### src/rtl/load_store_unit.sv
// Load/store unit: splits RV32I loads/stores into little-endian byte transactions
// on a byte-wide memory port and returns one extended response per request.
module load_store_unit #(
  parameter int unsigned ADDR_W = 32
) (
  input  logic              clk,
  input  logic              reset,
  input  logic              req_valid,
  output logic              req_ready,
  input  logic              req_we,
  input  logic [2:0]        req_funct3,
  input  logic [ADDR_W-1:0] req_addr,
  input  logic [31:0]       req_wdata,
  output logic              rsp_valid,
  output logic [31:0]       rsp_rdata,
  output logic              rsp_err,
  output logic              m_en,
  output logic              m_we,
  output logic [ADDR_W-1:0] m_addr,
  output logic [7:0]        m_wdata,
  input  logic [7:0]        m_rdata
);

  localparam int unsigned DATA_W = 32;
  localparam int unsigned BYTE_W = 8;
  localparam int unsigned IDX_W  = 2;

  typedef enum logic [1:0] {IDLE, XFER, RESP} state_t;

  state_t             state_q;
  logic               we_q;
  logic [2:0]         funct3_q;
  logic [ADDR_W-1:0]  addr_q;
  logic [DATA_W-1:0]  wdata_q;
  logic [IDX_W-1:0]   idx_q;
  logic [IDX_W-1:0]   last_q;
  logic [DATA_W-1:0]  buf_q;

  logic               f3_ok;
  logic               misaligned;
  logic               req_legal;
  logic [IDX_W-1:0]   last_d;
  logic [DATA_W-1:0]  buf_d;
  logic [IDX_W-1:0]   idx_nx;
  logic [ADDR_W-1:0]  addr_nx;
  logic [BYTE_W-1:0]  wbyte_nx;
  logic [DATA_W-1:0]  load_ext;

  assign req_ready = (state_q == IDLE);

  // Request legality and transfer length decode
  always_comb begin
    if (req_we) begin
      f3_ok = req_funct3 inside {3'b000, 3'b001, 3'b010};
    end else begin
      f3_ok = req_funct3 inside {3'b000, 3'b001, 3'b010, 3'b100, 3'b101};
    end
    misaligned = ((req_funct3[1:0] == 2'b01) && req_addr[0]) ||
                 ((req_funct3[1:0] == 2'b10) && (req_addr[1:0] != 2'b00));
    req_legal  = f3_ok && !misaligned;
    case (req_funct3[1:0])
      2'b01:   last_d = 2'd1;
      2'b10:   last_d = 2'd3;
      default: last_d = 2'd0;
    endcase
  end

  // Assembly buffer including the byte arriving this cycle, plus next-byte address/data
  always_comb begin
    buf_d = buf_q;
    buf_d[{idx_q, 3'b000} +: BYTE_W] = m_rdata;
    idx_nx   = idx_q + 2'd1;
    addr_nx  = addr_q + ADDR_W'(idx_nx);
    wbyte_nx = wdata_q[{idx_nx, 3'b000} +: BYTE_W];
    case (funct3_q)
      3'b000:  load_ext = {{24{buf_d[7]}}, buf_d[7:0]};
      3'b100:  load_ext = {24'd0, buf_d[7:0]};
      3'b001:  load_ext = {{16{buf_d[15]}}, buf_d[15:0]};
      3'b101:  load_ext = {16'd0, buf_d[15:0]};
      3'b010:  load_ext = buf_d;
      default: load_ext = '0;
    endcase
  end

  always_ff @(posedge clk or posedge reset) begin
    if (reset) begin
      state_q   <= IDLE;
      we_q      <= 1'b0;
      funct3_q  <= '0;
      addr_q    <= '0;
      wdata_q   <= '0;
      idx_q     <= '0;
      last_q    <= '0;
      buf_q     <= '0;
      rsp_valid <= 1'b0;
      rsp_err   <= 1'b0;
      rsp_rdata <= '0;
      m_en      <= 1'b0;
      m_we      <= 1'b0;
      m_addr    <= '0;
      m_wdata   <= '0;
    end else begin
      case (state_q)
        IDLE: begin
          if (req_valid) begin
            if (req_legal) begin
              state_q  <= XFER;
              we_q     <= req_we;
              funct3_q <= req_funct3;
              addr_q   <= req_addr;
              wdata_q  <= req_wdata;
              idx_q    <= '0;
              last_q   <= last_d;
              buf_q    <= '0;
              m_en     <= 1'b1;
              m_we     <= req_we;
              m_addr   <= req_addr;
              m_wdata  <= req_wdata[7:0];
            end else begin
              state_q   <= RESP;
              rsp_valid <= 1'b1;
              rsp_err   <= 1'b1;
              rsp_rdata <= '0;
            end
          end
        end
        XFER: begin
          if (!we_q) begin
            buf_q <= buf_d;
          end
          if (idx_q == last_q) begin
            state_q   <= RESP;
            m_en      <= 1'b0;
            m_we      <= 1'b0;
            m_addr    <= '0;
            m_wdata   <= '0;
            rsp_valid <= 1'b1;
            rsp_err   <= 1'b0;
            rsp_rdata <= we_q ? '0 : load_ext;
          end else begin
            idx_q   <= idx_nx;
            m_addr  <= addr_nx;
            m_wdata <= wbyte_nx;
          end
        end
        RESP: begin
          state_q   <= IDLE;
          rsp_valid <= 1'b0;
          rsp_err   <= 1'b0;
        end
        default: state_q <= IDLE;
      endcase
    end
  end

endmodule

### config.mk
export PLATFORM = sky130hd
export DESIGN_NAME = load_store_unit
export DESIGN_NICKNAME = d
export VERILOG_FILES = /design/src/rtl/load_store_unit.sv
export SDC_FILE = /design/constraint.sdc
export NUM_CORES = 1
export LEC_CHECK = 0
export ABC_CLOCK_PERIOD_IN_PS = 14800
export CAP_MARGIN = 15
export CORE_UTILIZATION = 50
export CTS_BUF_LIST = sky130_fd_sc_hd__clkbuf_4 sky130_fd_sc_hd__clkbuf_8 sky130_fd_sc_hd__clkbuf_16
export CTS_CLUSTER_DIAMETER = 30
export DETAILED_ROUTE_END_ITERATION = 12
export PLACE_DENSITY = 0.87
export SLEW_MARGIN = 20
export SYNTH_ARGS = -nofsm -noshare
export SYNTH_HDL_FRONTEND = slang
export SYNTH_SLANG_ARGS = --single-unit
### constraint.sdc
create_clock -name clk -period 14.8 [get_ports clk]
set_input_delay 1.48 -clock clk [delete_from_list [all_inputs] [get_ports clk]]
set_output_delay 1.48 -clock clk [all_outputs]
set_load 0.05 [all_outputs]
==> results.cfg <==
[floorplanning]
dieArea_um2 = 18700
start_util_pct = 51.8
die_y_um = 137
die_x_um = 137
pin_count = 156
core_region_area_um2 = 17500
num_rows = 48

[global_route]
grt_pass1_vias = 7385
grt_pass1_wl_mm = 37.5
grt-ovfl-total = 0
track_usage_pct = 25.9
antenna_found_initial = 0
grt_max_degree = 102

[final_layout]
drive_gt1_share_pct = 13.5
fillCellCount = 1323
area_delta_synth_final_pct = 25.7
final_cells = 1213
nets = 1069
diodes = 0

[worst_setup_path]
cp.required_ns = 15.09
cp_max_fo = 19
critPathLaunchType = register
crit_path_cell_trace = inv_1 > ha_1 > inv_1 > fa_1 > and3b_1 > nand2_1 > o311a_1 > a221oi_1 > o21ai_0
worstPathArrival_ns = 4.67
cpPeakStageDelay_ns = 0.93
cp_num_buf_inv = 2
criticalPathCategory = reg -> reg
crit_path_end_kind = register
reg2reg_from = idx_q[0]
path_delay_family = adder cells
crit_path_start = idx_q[0]
crit_top_cell = inv_1
crit_slowest_cell = ha_1

[timing]
fin_ws_ns = 10.42
fin_crit_sh_pct = 29.6
rsz0062_at_grt = false
relSlewSlack_pct = 32.7
setup_violations = 0
tns_ns = 0
whs_ns = 0.471
hold_viol = 0
fmax_mhz = 228
drv_slew = 0
tightest_slew_ns = 1.01
fin_skew_ns = 0.0104
period_minus_slack_ns = 4.38

[placed_design]
dp_hpwl_mm = 15.1
portBuffers = 155
placed_cells = 1179
post-place-ws_ns = 9.84
gp_congestion = 0.867

[synth]
syn_area_per_cell_um2 = 10.6
synth_edf_count = 0
ys_ff_latch = 182
synth_fp_nets = 948
synthCells = 854
synthAdderAreaFrac_pct = 2.15
synth_cell_types = 60
synth-xor-area-share_pct = 2.80
yosysSeqAreaShare_pct = 50.3
synth_ff_type = dfrtp_1
synth_top_family_by_area = compound AO/OA/AOI/OAI gates
syn-cell-area_um2 = 9060
synthArstFlopShare_pct = 100
synthSimpleGateAreaFrac_pct = 14.6
yosys_warnings = 0
synth_compound_area_share_pct = 14.6
synthMuxAreaShare_pct = 11.3

[pwr]
p_leak_nw = 4.83
powerDensity_nw_per_um2 = 191
design_power_total_mw = 2.17
ir_drop_uv = 142

[clock_tree]
clk_path_buf_depth = 2
clock-sinks = 182
clock-root-buffer = clkbuf_16
postCtsSetupBuffers = 0
cts_tree = yes
htreeDepth = 4
hold_buffers = 0
clk_pin_slew_ns = 0.07
cts_resized = 0
worstSkewPairLatency_ns = 0.43
cts_buffers = 17

[drt]
m1WireLength_mm = 9.62
finalWirelength_mm = 22.8
wl_per_cell_um = 18.8
via_per_inst = 6.02
drc = 0
met3WireLength_mm = 1.50
wl_met2_mm = 11.1
drt_first_pass_iters = 5
drt_iter0_drc = 647
top_layer_used = met4
ant_nets = 0
num_vias = 7307

[job]
maxCapViolCount = 0

[worst_hold_path]
hold_class = reg -> reg
min-delay-start = buf_q[15]

[status]
outcome = finished, final reports clean
-- final cells by class --
cell class / instances / area, µm² / share of cell area [%]
inverter: 29 / 114 / 1.00
clock buffer: 21 / 474 / 4.16
timing repair buffer: 164 / 1650 / 14.5
sequential: 182 / 4550 / 40.0
clock inverter: 11 / 149 / 1.31
tap: 225 / 282 / 2.47
multi-input combinational: 581 / 4160 / 36.6
-- power by group --
group          leakage, nW  total (mW)  switching, mW  internal (mW)
sequential            2.28       0.799          0.135          0.664
clock                0.299       0.474          0.192          0.281
combinational         2.25       0.897          0.547          0.350
total                 4.83        2.17          0.874           1.30
-- worst register-to-register path, stage by stage (launching register included) --
cell      delay [ns]
dfrtp_1         0.90
inv_1           0.27
ha_1            0.93
inv_1           0.19
fa_1            0.48
and3b_1         0.45
nand2_1         0.19
o311a_1         0.39
a221oi_1        0.33
o21ai_0         0.13
-- through the flow --
stage               cell area [µm²]  util (%)
floorplan                      9060         -
global placement              10700      61.2
detailed placement            10700      61.3
CTS                           11300      64.8
global route                  11400      65.1
finish                        11400      65.1
-- cells in the final DEF (no fill, tap or decap), types with 3 or more instances in the layout --
cell type and instances:
clkbuf_16 17, bufinv_16 3, nand4_1 9, ha_1 14, buf_4 6, and3_2 4, o31ai_1 8, o211ai_1 13
nand2_1 53, nor3b_1 3, clkbuf_8 3, a21oi_1 34, dfrtp_1 182, a21o_1 26, a22o_1 9, nor2_1 68
clkinvlp_4 3, o2bb2ai_1 17, mux2_2 64, nor3_1 23, inv_1 27, o21ai_0 45, xor2_1 11, nor2b_1 24
mux4_2 8, nor4_1 27, mux2i_1 12, a221oi_1 21, o22ai_1 3, xnor2_1 18, clkdlybuf4s50_1 155, clkinv_4 3
nand3_1 25
-- Yosys cell counts, drive strengths merged, types with 2 or more instances --
library cell,n,area share (%)
o31ai,8,0.66
inv,29,1.2
nor4bb,2,0.22
nand2,53,2.2
a211oi,2,0.22
mux4,8,2.0
a21o,26,2.2
nor3,23,1.3
buf,16,0.97
nand3,25,1.4
o21ai,45,2.5
a221oi,21,2.0
o22ai,4,0.28
a22o,9,0.87
a21oi,34,1.9
xnor2,18,1.7
xor2,11,1.1
mux2,64,8.0
mux2i,12,1.3
nor3b,3,0.25
and3b,2,0.19
or2,4,0.28
a31oi,3,0.21
clkbuf,46,2.1
and3,6,0.47
nor2,69,2.9
o22a,2,0.19
or4,3,0.29
dfrtp,182,50
and4,3,0.30
o211ai,14,1.2
nor2b,24,1.7
ha,14,1.9
nor4,28,2.0
nand4,11,0.90
o2bb2ai,17,1.6
-- flip-flops by register name, indices dropped and copies added (netlist names) --
name / flops
funct3_q: 3
wdata_q: 32
m_addr: 32
idx_q: 2
buf_q: 32
we_q: 1
rsp_rdata: 32
state_q: 2
rsp_err: 1
m_wdata: 8
addr_q: 32
m_en: 1
last_q: 2
m_we: 1
rsp_valid: 1
-- per-layer routing --
layer,global-route usage (%),vias to the layer above
met2,42.6,271
li1,-,3324
met4,9.38,0
met5,0,-
met1,33.9,3668
met3,5.07,44
-- path summary, 6_finish.rpt --
kind / end / slack [ns] / depth (start not counted)
worst max-delay path: m_addr[16] / 10.42 / 9
worst min-delay path: buf_q[15] / 0.47 / 1
worst max register to register: m_addr[16] / 10.42 / 9
worst min register to register: buf_q[15] / 0.47 / 1
max in group asynchronous: wdata_q[0] / 11.94 / 3
min in group asynchronous: buf_q[1] / 1.60 / 2
-- cell families (layout without fill, tap and decap cells) --
family | count (synthesis) | in the layout
buffers and inverters | 91 | 225
adder cells (fa/ha/maj) | 15 | 15
AND/OR/NAND/NOR | 260 | 260
XOR/XNOR | 29 | 29
AO/OA/AOI/OAI | 193 | 193
flip-flops | 182 | 182
multiplexers | 84 | 84
Note: power is estimated with default switching activity, not from simulation.
